<file path="config.mk">
export PLATFORM = sky130hd
export DESIGN_NAME = apb_master_ctrl
export DESIGN_NICKNAME = d
export VERILOG_FILES = /design/src/rtl/apb_master_ctrl.sv
export SDC_FILE = /design/constraint.sdc
export NUM_CORES = 1
export LEC_CHECK = 0
export CORE_MARGIN = 8
export CORE_UTILIZATION = 25
export CTS_BUF_LIST = sky130_fd_sc_hd__clkbuf_4
export DETAILED_ROUTE_END_ITERATION = 10
export SETUP_SLACK_MARGIN = 0.1
export SLEW_MARGIN = 20
export SYNTH_ARGS = -nofsm -noshare
export SYNTH_HDL_FRONTEND = slang
export SYNTH_SLANG_ARGS = --single-unit
</file>
<file path="constraint.sdc">
create_clock -name PCLK -period 4.1 [get_ports PCLK]
set_input_delay 0.82 -clock PCLK [delete_from_list [all_inputs] [get_ports PCLK]]
set_output_delay 0.82 -clock PCLK [all_outputs]
set_load 0.01 [all_outputs]
</file>
<file path="src/rtl/apb_master_ctrl.sv">
// APB4 requester: turns single command/response transactions into APB transfers
// across NUM_SLV slaves, with address decode, error capture and wait-state timeout.
module apb_master_ctrl #(
  parameter int ADDR_W  = 8,
  parameter int DATA_W  = 32,
  parameter int NUM_SLV = 4,
  parameter int TIMEOUT = 16
) (
  input  logic                        PCLK,
  input  logic                        PRESET,
  input  logic                        cmd_valid,
  output logic                        cmd_ready,
  input  logic                        cmd_write,
  input  logic [ADDR_W-1:0]           cmd_addr,
  input  logic [DATA_W-1:0]           cmd_wdata,
  input  logic [DATA_W/8-1:0]         cmd_strb,
  output logic                        rsp_valid,
  output logic [DATA_W-1:0]           rsp_rdata,
  output logic                        rsp_err,
  output logic                        rsp_timeout,
  output logic [NUM_SLV-1:0]          PSEL,
  output logic                        PENABLE,
  output logic [ADDR_W-1:0]           PADDR,
  output logic                        PWRITE,
  output logic [DATA_W-1:0]           PWDATA,
  output logic [DATA_W/8-1:0]         PSTRB,
  input  logic [NUM_SLV*DATA_W-1:0]   PRDATA,
  input  logic [NUM_SLV-1:0]          PREADY,
  input  logic [NUM_SLV-1:0]          PSLVERR
);

  localparam int STRB_W = DATA_W / 8;
  localparam int SEL_W  = (NUM_SLV > 1) ? $clog2(NUM_SLV) : 0;
  localparam int IDX_W  = (SEL_W > 0) ? SEL_W : 1;
  localparam int IDXP_W = IDX_W + 1;
  localparam int CNT_W  = (TIMEOUT > 0) ? $clog2(TIMEOUT + 1) : 1;
  localparam logic [IDXP_W-1:0] NSLV_L = IDXP_W'(NUM_SLV);
  localparam logic [CNT_W-1:0]  TMO_L  = CNT_W'(TIMEOUT);

  typedef enum logic [1:0] {S_IDLE, S_SETUP, S_ACCESS, S_RESP} state_t;

  state_t              r_state, w_state_nxt;
  logic [CNT_W-1:0]    r_cnt, w_cnt_nxt;
  logic [IDX_W-1:0]    r_idx, w_idx, w_idx_sel;
  logic                w_dec_ok, w_accept;
  logic [NUM_SLV-1:0]  w_onehot;
  logic                w_sel_ready, w_sel_err;
  logic [DATA_W-1:0]   w_sel_rdata;
  logic                w_rsp_err, w_rsp_tmo;
  logic [DATA_W-1:0]   w_rsp_rdata;

  logic                r_cmd_ready, r_rsp_valid, r_rsp_err, r_rsp_tmo, r_penable, r_pwrite;
  logic [DATA_W-1:0]   r_rsp_rdata, r_pwdata;
  logic [NUM_SLV-1:0]  r_psel;
  logic [ADDR_W-1:0]   r_paddr;
  logic [STRB_W-1:0]   r_pstrb;

  // With a single slave there are no select bits; everything maps to slave 0.
  generate
    if (SEL_W > 0) begin : g_idx
      assign w_idx = cmd_addr[ADDR_W-1 -: SEL_W];
    end else begin : g_idx1
      assign w_idx = '0;
    end
  endgenerate

  assign w_dec_ok  = ({1'b0, w_idx} < NSLV_L);
  assign w_idx_sel = w_accept ? w_idx : r_idx;

  always_comb begin
    w_onehot    = '0;
    w_sel_ready = 1'b0;
    w_sel_err   = 1'b0;
    w_sel_rdata = '0;
    for (int i = 0; i < NUM_SLV; i++) begin
      w_onehot[i] = (w_idx_sel == IDX_W'(i));
      if (r_idx == IDX_W'(i)) begin
        w_sel_ready = PREADY[i];
        w_sel_err   = PSLVERR[i];
        w_sel_rdata = PRDATA[i*DATA_W +: DATA_W];
      end
    end
  end

  always_ff @(posedge PCLK) begin
    if (PRESET) begin
      r_state <= S_IDLE;
      r_cnt   <= '0;
    end else begin
      r_state <= w_state_nxt;
      r_cnt   <= w_cnt_nxt;
    end
  end

  always_comb begin
    w_state_nxt = r_state;
    w_cnt_nxt   = '0;
    w_accept    = 1'b0;
    w_rsp_err   = 1'b0;
    w_rsp_tmo   = 1'b0;
    w_rsp_rdata = '0;
    case (r_state)
      S_IDLE: begin
        if (cmd_valid) begin
          w_accept = w_dec_ok;
          if (w_dec_ok) begin
            w_state_nxt = S_SETUP;
          end else begin
            w_state_nxt = S_RESP;
            w_rsp_err   = 1'b1;
          end
        end
      end
      S_SETUP: w_state_nxt = S_ACCESS;
      S_ACCESS: begin
        if (w_sel_ready) begin
          w_state_nxt = S_RESP;
          w_rsp_err   = w_sel_err;
          if (!r_pwrite && !w_sel_err) w_rsp_rdata = w_sel_rdata;
        end else begin
          // A ready on the final allowed cycle takes the branch above, so it wins.
          w_cnt_nxt = r_cnt + 1'b1;
          if ((TIMEOUT != 0) && (w_cnt_nxt == TMO_L)) begin
            w_state_nxt = S_RESP;
            w_rsp_err   = 1'b1;
            w_rsp_tmo   = 1'b1;
          end
        end
      end
      S_RESP:  w_state_nxt = S_IDLE;
      default: w_state_nxt = S_IDLE;
    endcase
  end

  always_ff @(posedge PCLK) begin
    if (PRESET) begin
      r_cmd_ready <= 1'b1;
      r_rsp_valid <= 1'b0;
      r_rsp_err   <= 1'b0;
      r_rsp_tmo   <= 1'b0;
      r_rsp_rdata <= '0;
      r_psel      <= '0;
      r_penable   <= 1'b0;
      r_idx       <= '0;
      r_paddr     <= '0;
      r_pwrite    <= 1'b0;
      r_pwdata    <= '0;
      r_pstrb     <= '0;
    end else begin
      r_cmd_ready <= (w_state_nxt == S_IDLE);
      r_rsp_valid <= (w_state_nxt == S_RESP);
      r_rsp_err   <= (w_state_nxt == S_RESP) && w_rsp_err;
      r_rsp_tmo   <= (w_state_nxt == S_RESP) && w_rsp_tmo;
      r_rsp_rdata <= (w_state_nxt == S_RESP) ? w_rsp_rdata : '0;
      r_psel      <= ((w_state_nxt == S_SETUP) || (w_state_nxt == S_ACCESS)) ? w_onehot : '0;
      r_penable   <= (w_state_nxt == S_ACCESS);
      // Transfer attributes change only on a decoded accept and hold otherwise.
      if (w_accept) begin
        r_idx    <= w_idx;
        r_paddr  <= cmd_addr;
        r_pwrite <= cmd_write;
        r_pwdata <= cmd_write ? cmd_wdata : '0;
        r_pstrb  <= cmd_write ? cmd_strb : '0;
      end
    end
  end

  assign cmd_ready   = r_cmd_ready;
  assign rsp_valid   = r_rsp_valid;
  assign rsp_rdata   = r_rsp_rdata;
  assign rsp_err     = r_rsp_err;
  assign rsp_timeout = r_rsp_tmo;
  assign PSEL        = r_psel;
  assign PENABLE     = r_penable;
  assign PADDR       = r_paddr;
  assign PWRITE      = r_pwrite;
  assign PWDATA      = r_pwdata;
  assign PSTRB       = r_pstrb;

endmodule

</file>
==> metrics.md <==
| Metric | Value |
|---|---|
| Setup Viol. Count Final | `0` |
| Placer Congestion | `a little over 0.9` |
| GRT overflow | `0` |
| Worst setup EP type | `flip-flop` |
| Via density | `4.503` |
| RSZ-0062 raised after global routing | `no` |
| Core Rows | `47` |
| Min cycle time layout | `2876 ps` |
| Run status | `finished, final reports clean` |
| # port buffers | `269` |
| Fmax achieved | `approximately 0.35 GHz` |
| CTS tree | `built` |
| Number of flops mapped to enable cells by yosys | `0` |
| DIE HEIGHT | `144.1 µm` |
| Hold_buf cts | `0` |
| Clock skew | `19.47 ps` |
| Final period util | `70.15%` |
| Synthesized Nets | `a little under 600` |
| Leakage power | `about 2.4 nW` |
| Xor and xnor area share after synthesis | `less than 1%` |
| Core box area | `0.01629 mm²` |
| Worst-path maximum fanout | `32` |
| Largest family of logic cells by synthesized area | `simple AND/OR/NAND/NOR gates` |
| Area of the multi-input gates | `0.002037 mm²` |
| Max IR drop VDD | `0.0001533 V` |
| Syn_area_per_cell | `around 11 µm²` |
| Fin util | `43.39%` |
| Clock Latency Late Sink | `450 ps` |
| Tightest Pin Transition | `~1000 ps` |
| Vias | `between 3000 and 4000` |
| Ant diodes | `0` |
| Worst reg2reg path endpoint | `rsp_rdata[29]` |
| Die Area | `between 0.02 and 0.025 mm²` |
| Post-layout net count | `832` |
| Startpoint types | `input pin` |
| Distinct cells, synth | `36` |
| Final wirelength | `15650 µm` |
| Largest area contributor in the netlist | `dfxtp_1` |
| WP data arrival | `3200 ps` |
| Final Slew Violations | `0` |
| Post-route cell area | `0.007068 mm²` |
| Initial Utilization | `about 25%` |
| Hold WC Path Type | `flip-flop to flip-flop` |
| CTS clk-pin slew, worst paths | `140 ps` |
| Vias in the first global route | `4299` |
| Largest cells by area after synthesis | `dfxtp_1 46%, mux4_2 18%, nor2b_2 6.4%` |
| Count leader, synth | `dfxtp_1` |
| Tot Pwr | `~2.1 mW` |
| Total of warnings raised by yosys | `0` |
| Worst flop-to-flop path startpoint | `r_idx[0]` |
| I/O pin total | `270` |
| Setup ws final | `between 1000 and 1500 ps` |
| Fillers | `1537` |
| Clock sinks | `95` |
| Main synth FF type | `dfxtp_1` |
| Hold wc startpoint | `PWDATA[7]` |
| Largest net degree at the start of global routing | `57` |
| Total GRT Usage | `14.58%` |
| Placed inst area | `0.006960 mm²` |
| Die Wd | `144.1 µm` |
| Max-cap violations | `0` |
| Initial drt markers | `96` |
| Pwr/cell area | `299.7 mW/mm²` |
| Reg2reg setup slack | `1320 ps` |
| Synth Area in Compound Gates | `roughly 7.3%` |
| Post-Synth Adder-Cell Area | `2.133%` |
| Proportion of layout cells with a drive suffix above 1 | `13.93%` |
| Simple-Gate Fraction of Synth Area | `20.39%` |
| Hold path cells | `2` |
| Final hold violations | `0` |
| Asr flop ratio synth | `0%` |
| Postcts setup bufs | `0` |
| Register area | `between 0.0015 and 0.002 mm²` |
| Worst Path Required | `4420 ps` |
| Clock tree buffer depth | `2` |
| DR pass1 iterations | `4` |
| Share of the synthesized area in the top cell type | `46.33%` |
| Dpl ws | `~750 ps` |
| Area Growth Syn to Fin | `72.17%` |
| Multiplexer share of the synthesized area | `a little under a fifth` |
| H-tree depth | `3` |
| Mapped Cells | `387` |
| Num CTS Buffers | `9` |
| Number of synthesized register bits | `95` |
| CTS resizes | `0` |
| Worst Hold Endpoint | `PWDATA[7]` |
| Slew HR | `31.05%` |
| Residual DRC count | `0` |
| First-pass GRT wire length | `23340 µm` |
| Worst Path Class, Setup | `input pin to flip-flop` |
| Post-synthesis sequential area ratio | `a little under half` |
| CP max stage cell | `or4_4` |
| ANT nets after route | `0` |
| Antenna violations before repair | `1` |
| CP max stage delay | `460 ps` |
| Reg2Reg Depth | `8` |
| Most frequent cells after synthesis | `95 x dfxtp_1, 55 x nand2_1, 47 x a21oi_1` |
| Synth Cell Area | `0.004105 mm²` |
| Clk root buf | `clkbuf_4` |
| DPL Wire Length | `~12000 µm` |
| Wire per inst | `around 18 µm` |
| TNS Setup | `0 ps` |
| Crit path cell chain | `clkdlybuf4s50_1 > mux2_2 > or3b_2 > a32oi_1 > o21ai_0 > ha_1 > nand2_1 > or4_4 > nor2b_2` |
[placed cells by master (no fill, tap or decap), types with 2 or more instances in the layout]
master           instances
inv_1                    5
clkbuf_4                 9
mux4_2                  33
mux2_2                   2
and3_1                   2
nor2b_2                 30
nand3_1                 39
clkinv_1                 3
clkinvlp_4               2
dfxtp_1                 93
buf_4                    5
ha_1                     7
nor2b_1                  5
nand2b_1                 2
xor2_1                   2
dfxtp_2                  2
a21oi_1                 47
nand4_1                  2
nand2_1                 55
clkdlybuf4s50_1        268
o21ai_0                  3
nor2_1                  10
mux2i_1                  2
[flip-flops by register name, indices dropped and copies added (netlist names)]
name,cells
r_idx,2
PENABLE,1
rsp_valid,1
rsp_timeout,1
r_cnt,5
r_state,2
PADDR,8
PWDATA,32
PSEL,4
cmd_ready,1
PWRITE,1
rsp_rdata,32
PSTRB,4
rsp_err,1
[worst max path at each step]
| stage | to | from | slack [ps] | cells after the start |
|---|---|---|---|---|
| after floorplan | rsp_rdata[10] | PREADY[3] | 1530 | 9 |
| after global placement | rsp_rdata[0] | PREADY[3] | 800 | 9 |
| after detailed placement | rsp_rdata[29] | PREADY[3] | 750 | 9 |
| after CTS | rsp_rdata[29] | PREADY[3] | 1270 | 9 |
| after global routing | rsp_rdata[29] | r_idx[1] | 1080 | 8 |
| final | rsp_rdata[29] | PREADY[3] | 1220 | 9 |
[layer usage]
metal  track usage, %  wire length, µm
met1            15.52             6007
met4            5.257              254
met5                0               16
met2            24.71             7341
met3            6.999             2027
[through the flow]
stage,hold slack [ps],instances
3_3_place_gp,437.6,850
6_report,457.4,866
3_5_place_dp,442.8,850
5_1_grt,480.6,866
2_1_floorplan,441.3,387
4_1_cts,462.2,866
[power by group]
part           switching, mW  leakage (nW)  internal (mW)
registers             0.0376         0.772          0.979
logic                  0.269          1.59          0.399
clock network          0.316        0.0544          0.119
[worst max-delay path, delay by kind of cell]
| family | cells | cell delay, ps |
|---|---|---|
| AOI/OAI and AO/OA | 2 | 380 |
| adders and majority gates | 1 | 230 |
| buffers and inverters | 1 | 410 |
| muxes | 1 | 270 |
| and+or+nand+nor | 4 | 1070 |
[area by class of cell]
cell class | count | area share, %
inverter | 5 | 0.2655
clock inverter | 7 | 0.5665
timing repair buffer | 274 | 38.56
multi-input combinational | 256 | 28.82
clock buffer | 9 | 0.9559
sequential | 95 | 26.94
tap | 220 | 3.894
[kinds of logic after synthesis]
kind of cell	count (synthesis)
simple gates	153
flops	95
compound gates	56
mux	37
buf+inv	36
fa+ha+maj	7
xor+xnor	3
Power figures use the tool's default switching activity.
